File: config.mk
export PLATFORM = sky130hd
export DESIGN_NAME = ifetch_ctrl
export DESIGN_NICKNAME = d
export VERILOG_FILES = /design/src/rtl/ifetch_ctrl.sv
export SDC_FILE = /design/constraint.sdc
export NUM_CORES = 1
export LEC_CHECK = 0
export ABC_AREA = 1
export BUFFER_PORTS_ARGS = -buffer_cell sky130_fd_sc_hd__clkbuf_2
export CORE_MARGIN = 2
export CORE_UTILIZATION = 51
export DETAILED_ROUTE_END_ITERATION = 16
export MAX_ROUTING_LAYER = met4
export PLACE_DENSITY = 0.81
export SYNTH_ARGS = -nofsm -noshare
export SYNTH_HDL_FRONTEND = slang
export SYNTH_SLANG_ARGS = --single-unit
File: constraint.sdc
create_clock -name Clk -period 2.43 [get_ports Clk]
set_input_delay 0.729 -clock Clk [delete_from_list [all_inputs] [get_ports Clk]]
set_output_delay 0.729 -clock Clk [all_outputs]
set_load 0.01 [all_outputs]
File: src/rtl/ifetch_ctrl.sv
`default_nettype none
// ============================================================================
// ifetch_ctrl : PC-driven instruction fetch, req/ack memory side, valid/ready decode side
// Revision    : 1.0
// ============================================================================
module ifetch_ctrl #(
  parameter logic [31:0] IM_BASE       = 32'h0000_3000,
  parameter int unsigned IM_SIZE_WORDS = 1024,
  parameter int unsigned TIMEOUT       = 16
) (
  input  logic        Clk,
  input  logic        Reset,
  input  logic [31:0] PC,
  input  logic        Redirect,
  output logic        PCEn,
  output logic        ImReq,
  output logic [31:0] ImAddr,
  input  logic        ImAck,
  input  logic [31:0] ImRdata,
  output logic        InstrValid,
  output logic [31:0] Instr,
  output logic [31:0] InstrPC,
  input  logic        DecReady,
  output logic        AddrErr,
  output logic        Timeout
);

  localparam int unsigned    CW       = $clog2(TIMEOUT);
  localparam logic [CW-1:0]  CNT_LAST = CW'(TIMEOUT - 1);
  localparam logic [32:0]    IM_LO    = {1'b0, IM_BASE};
  localparam logic [32:0]    IM_HI    = {1'b0, IM_BASE} + (33'(IM_SIZE_WORDS) << 2);

  typedef enum logic [1:0] {
    S_IDLE = 2'd0,
    S_REQ  = 2'd1,
    S_DROP = 2'd2,
    S_HOLD = 2'd3
  } state_t;

  state_t         state_q;
  logic           imreq_q;
  logic [31:0]    imaddr_q;
  logic           valid_q;
  logic [31:0]    instr_q;
  logic [31:0]    instrpc_q;
  logic           pcen_q;
  logic           addrerr_q;
  logic           timeout_q;
  logic [CW-1:0]  cnt_q;

  logic [31:0]    next_addr;
  logic           pc_legal;
  logic           next_legal;
  logic           transfer;

  function automatic logic addr_legal(input logic [31:0] a);
    return (a[1:0] == 2'b00) && ({1'b0, a} >= IM_LO) && ({1'b0, a} < IM_HI);
  endfunction

  // The PC register only loads nPC at the end of the PCEn cycle, so a transfer
  // in that cycle fetches the sequential successor of the delivered word.
  assign next_addr  = pcen_q ? (instrpc_q + 32'd4) : PC;
  assign pc_legal   = addr_legal(PC);
  assign next_legal = addr_legal(next_addr);
  assign transfer   = valid_q & DecReady;

  always_ff @(posedge Clk) begin
    if (Reset) begin
      state_q   <= S_IDLE;
      imreq_q   <= 1'b0;
      imaddr_q  <= IM_BASE;
      valid_q   <= 1'b0;
      instr_q   <= '0;
      instrpc_q <= '0;
      pcen_q    <= 1'b0;
      addrerr_q <= 1'b0;
      timeout_q <= 1'b0;
      cnt_q     <= '0;
    end else begin
      pcen_q <= 1'b0;
      case (state_q)
        S_IDLE: begin
          if (!Redirect) begin
            if (!pc_legal) begin
              addrerr_q <= 1'b1;
            end else begin
              imreq_q  <= 1'b1;
              imaddr_q <= PC;
              cnt_q    <= '0;
              state_q  <= S_REQ;
            end
          end
        end
        S_REQ: begin
          if (ImAck) begin
            imreq_q <= 1'b0;
            if (Redirect) begin
              state_q <= S_IDLE;
            end else begin
              instr_q   <= ImRdata;
              instrpc_q <= imaddr_q;
              valid_q   <= 1'b1;
              pcen_q    <= 1'b1;
              state_q   <= S_HOLD;
            end
          end else if (Redirect) begin
            state_q <= S_DROP;
          end else begin
            if (cnt_q != CNT_LAST) cnt_q <= cnt_q + CW'(1);
            if (cnt_q == CNT_LAST) timeout_q <= 1'b1;
          end
        end
        // A request is never withdrawn; wait out the stale ack and discard it.
        S_DROP: begin
          if (ImAck) begin
            imreq_q <= 1'b0;
            state_q <= S_IDLE;
          end
        end
        S_HOLD: begin
          if (Redirect) begin
            valid_q <= 1'b0;
            state_q <= S_IDLE;
          end else if (transfer) begin
            valid_q <= 1'b0;
            if (next_legal) begin
              imreq_q  <= 1'b1;
              imaddr_q <= next_addr;
              cnt_q    <= '0;
              state_q  <= S_REQ;
            end else begin
              addrerr_q <= 1'b1;
              state_q   <= S_IDLE;
            end
          end
        end
        default: state_q <= S_IDLE;
      endcase
    end
  end

  assign PCEn       = pcen_q;
  assign ImReq      = imreq_q;
  assign ImAddr     = imaddr_q;
  assign InstrValid = valid_q;
  assign Instr      = instr_q;
  assign InstrPC    = instrpc_q;
  assign AddrErr    = addrerr_q;
  assign Timeout    = timeout_q;

endmodule
`default_nettype wire

==> results.sh <==
export IMPL_crit_fanout=8
export IMPL_power_density_nw_per_um2=569.3
export IMPL_num_io_pins=170
export IMPL_area_delta_synth_final_pct=32.09
export IMPL_place_congestion=0.9363
export IMPL_dp_hpwl_um=10920
export IMPL_setup_ws_ps=93.79
export IMPL_wirelength_um=15020
export IMPL_seqPwrFrac_pct=50.9
export IMPL_grt_pass1_wl_um=23590
export IMPL_start_kind="flip-flop"
export IMPL_finalSetupViolations=0
export IMPL_outcome="finished, final reports clean"
export IMPL_synth_net_count=816
export IMPL_top_layer="met4"
export IMPL_wl_met1_um=6629
export IMPL_worstPathRequired_ps=2700
export IMPL_layout_nets=1010
export IMPL_initial_core_util_pct=52.49
export IMPL_yosysUniqueCellTypes=36
export IMPL_hold_buffers=0
export IMPL_grt_max_degree=60
export IMPL_rows=36
export IMPL_swShare_pct=31.57
export IMPL_power_frac_clock_pct=28.4
export IMPL_worst_pin_slew_ps=663.6
export IMPL_final_area_um2=6746
export IMPL_layout_commonest_cell="clkbuf_2"
export IMPL_pwr_share_comb_pct=20.6
export IMPL_viasPerCell=5.159
export IMPL_wl_met2_um=7111
export IMPL_drv_slew=0
export IMPL_antenna_found_initial=0
export IMPL_worst_clock_skew_ps=15.36
export IMPL_syn_area_um2=5107
export IMPL_worstSkewPairLatency_ps=370
export IMPL_io_buffer_count=169
export IMPL_vias=5530
export IMPL_ant_nets=0
export IMPL_overflow=0
export IMPL_relSlewSlack_pct=55.76
export IMPL_period_share_pct=96.14
export IMPL_final_hold_viol_count=0
export IMPL_clkSinkCount=107
export IMPL_layout_drive_gt1_share_pct=31.42
export IMPL_final_cell_mix="169 x clkbuf_2, 147 x nor2_1, 115 x nand2_1, 91 x dfxtp_1, 73 x o21ai_0"
export IMPL_yosysWarnings=0
export IMPL_criticalPathCategory="reg -> reg"
export IMPL_fmax_ghz=0.4280
export IMPL_utilization_pct=69.34
export IMPL_grt_total_usage_pct=26.73
export IMPL_first_global_vias=5062
export IMPL_period_needed_ps=2336
export IMPL_switchingPower_uw=1212
export IMPL_clock_root_buffer="clkbuf_8"
export IMPL_worstPathArrival_ps=2610
export IMPL_antenna_cells=0
export IMPL_die_h_um=104.1
export IMPL_intPower_uw=2628
export IMPL_numCtsBuffers=9
export IMPL_synth_seq_area_share_pct=41.94
export IMPL_netlist_instances=740
export IMPL_power_leakage_uw=0.003288
export IMPL_drc=0
export IMPL_cts_tree="built"
export IMPL_drv_cap=0
export IMPL_irDropWorstVdd_mv=0.4604
export IMPL_wire_per_inst_um=14.01
export IMPL_syn_avg_cell_area_um2=6.902
export IMPL_route_met3_wl_um=989
export IMPL_cts_max_level=3
export IMPL_clockBufferDepth=2
export IMPL_drt_iter0_drc=349
export IMPL_hold_path_class="reg -> reg"
export IMPL_ys_seq_elements=107
export IMPL_coreArea_um2=9729
export IMPL_clkTransAtPathRegs_ps=110
export IMPL_die_x_um=104.1
export IMPL_die_area_um2=10830
export IMPL_fin_tns_setup_ps=0
export IMPL_dp_worst_setup_slack_ps=-11.30
export IMPL_postPlaceCellArea_um2=6270
export IMPL_dr_pass1_iters=5
export IMPL_worst_setup_path_end_kind="flip-flop"
==> power groups by stage <==
stage | sequential, µW | combinational (µW) | clock [µW]
finish | 1960 | 792 | 1090
global route | 1970 | 880 | 1180
CTS | 1950 | 721 | 1110
detailed placement | 1990 | 717 | 0
global placement | 1990 | 709 | 0
floorplan | 2020 | 377 | 0
==> cell usage after synthesis <==
cell type / instances / area share (%)
clkinv_1: 4 / 0.29
nand2_2: 6 / 0.74
nand4_1: 17 / 2.1
nor2_2: 8 / 0.98
mux2i_1: 2 / 0.39
a21oi_1: 40 / 3.9
nor3b_1: 1 / 0.15
a211oi_1: 1 / 0.15
nand3b_1: 2 / 0.29
a221oi_1: 1 / 0.17
o211ai_1: 3 / 0.44
nand3_2: 3 / 0.59
nand2_4: 3 / 0.66
nor4_1: 1 / 0.12
buf_6: 1 / 0.22
o21ai_0: 73 / 7.2
xnor2_1: 4 / 0.69
nor3_1: 6 / 0.59
buf_2: 2 / 0.20
inv_2: 4 / 0.29
a22oi_1: 1 / 0.15
nand2_1: 116 / 8.5
inv_1: 65 / 4.8
a21oi_2: 2 / 0.34
ha_1: 7 / 1.7
xor2_1: 4 / 0.69
o21ai_1: 7 / 0.69
dfxtp_1: 107 / 42
or4_1: 1 / 0.15
clkbuf_1: 25 / 1.8
a31oi_1: 3 / 0.37
nand3_1: 53 / 5.2
or2_2: 2 / 0.24
nand3_4: 1 / 0.34
nor2_1: 158 / 12
nor2_4: 6 / 1.3
==> area by class of cell <==
class,instances,area [µm²]
multi-input combinational,533,2704
sequential,107,2165
timing repair buffer,210,1230
fill,867,2983
tap,133,166.4
clock buffer,10,137.6
clock inverter,6,65.06
inverter,73,279.0
==> sequential cells by signal, summed over array words and instances (netlist names) <==
signal,flops
Instr,32
InstrPC,32
Timeout,1
PCEn,1
ImAddr,32
state_q,2
AddrErr,1
InstrValid,1
ImReq,1
cnt_q,4
==> cell families (layout without fill, tap and decap cells) <==
logic type | Yosys count | after routing | share of synthesized area (%)
multiplexers | 2 | 2 | 0.3920
XOR/XNOR | 8 | 8 | 1.372
AND/OR/NAND/NOR | 384 | 385 | 33.59
adder cells (fa/ha/maj) | 7 | 7 | 1.715
buffers and inverters | 101 | 299 | 7.619
flip-flops | 107 | 107 | 41.94
AO/OA/AOI/OAI | 131 | 131 | 13.38
==> metal layers <==
layer,up-vias,GRT usage (%)
met5,-,-
met4,0,6.853
met3,28,5.201
met2,184,43.75
met1,2520,34.08
li1,2798,-
==> stage by stage <==
stage / std cells / hold slack, ps / total power, µW
floorplan: 740 / 467.9 / 2399
global placement: 1044 / 450.5 / 2699
detailed placement: 1044 / 448.9 / 2707
CTS: 1060 / 465.8 / 3780
global route: 1072 / 495.6 / 4033
finish: 1072 / 462.3 / 3841
==> final timing paths <==
kind / start / to / slack (ps) / cells after the start
hold / removal: AddrErr$_SDFFE_PP0P_ / AddrErr$_SDFFE_PP0P_ / 460 / 2
hold reg to reg: AddrErr$_SDFFE_PP0P_ / AddrErr$_SDFFE_PP0P_ / 460 / 2
setup reg to reg: InstrPC[2]$_SDFFE_PP0P_ / ImAddr[20]$_SDFFE_PP0P_ / 90 / 17
setup / recovery: InstrPC[2]$_SDFFE_PP0P_ / ImAddr[20]$_SDFFE_PP0P_ / 90 / 17
==> worst max-delay path: stages, from the launching register on <==
cell	delay, ps
dfxtp_2	370
ha_4	140
nand2_2	80
nor2_4	180
nand3_2	130
nand2_1	80
nand3_1	90
nor2_1	150
nand3_2	90
nand2_1	60
nand2_1	80
nor2_4	100
nand3_4	110
nand2_8	110
nand2_8	110
clkbuf_16	210
nand3_1	70
inv_1	40
==> repair_timing <==
action / CTS / global route
setup endpoints to repair: 30 / 36
gates resized for setup: 1 / 44
pin swaps: 0 / 14
cloned: 0 / 4
setup buffers: 0 / 8
(Power assumes the default switching activity.)
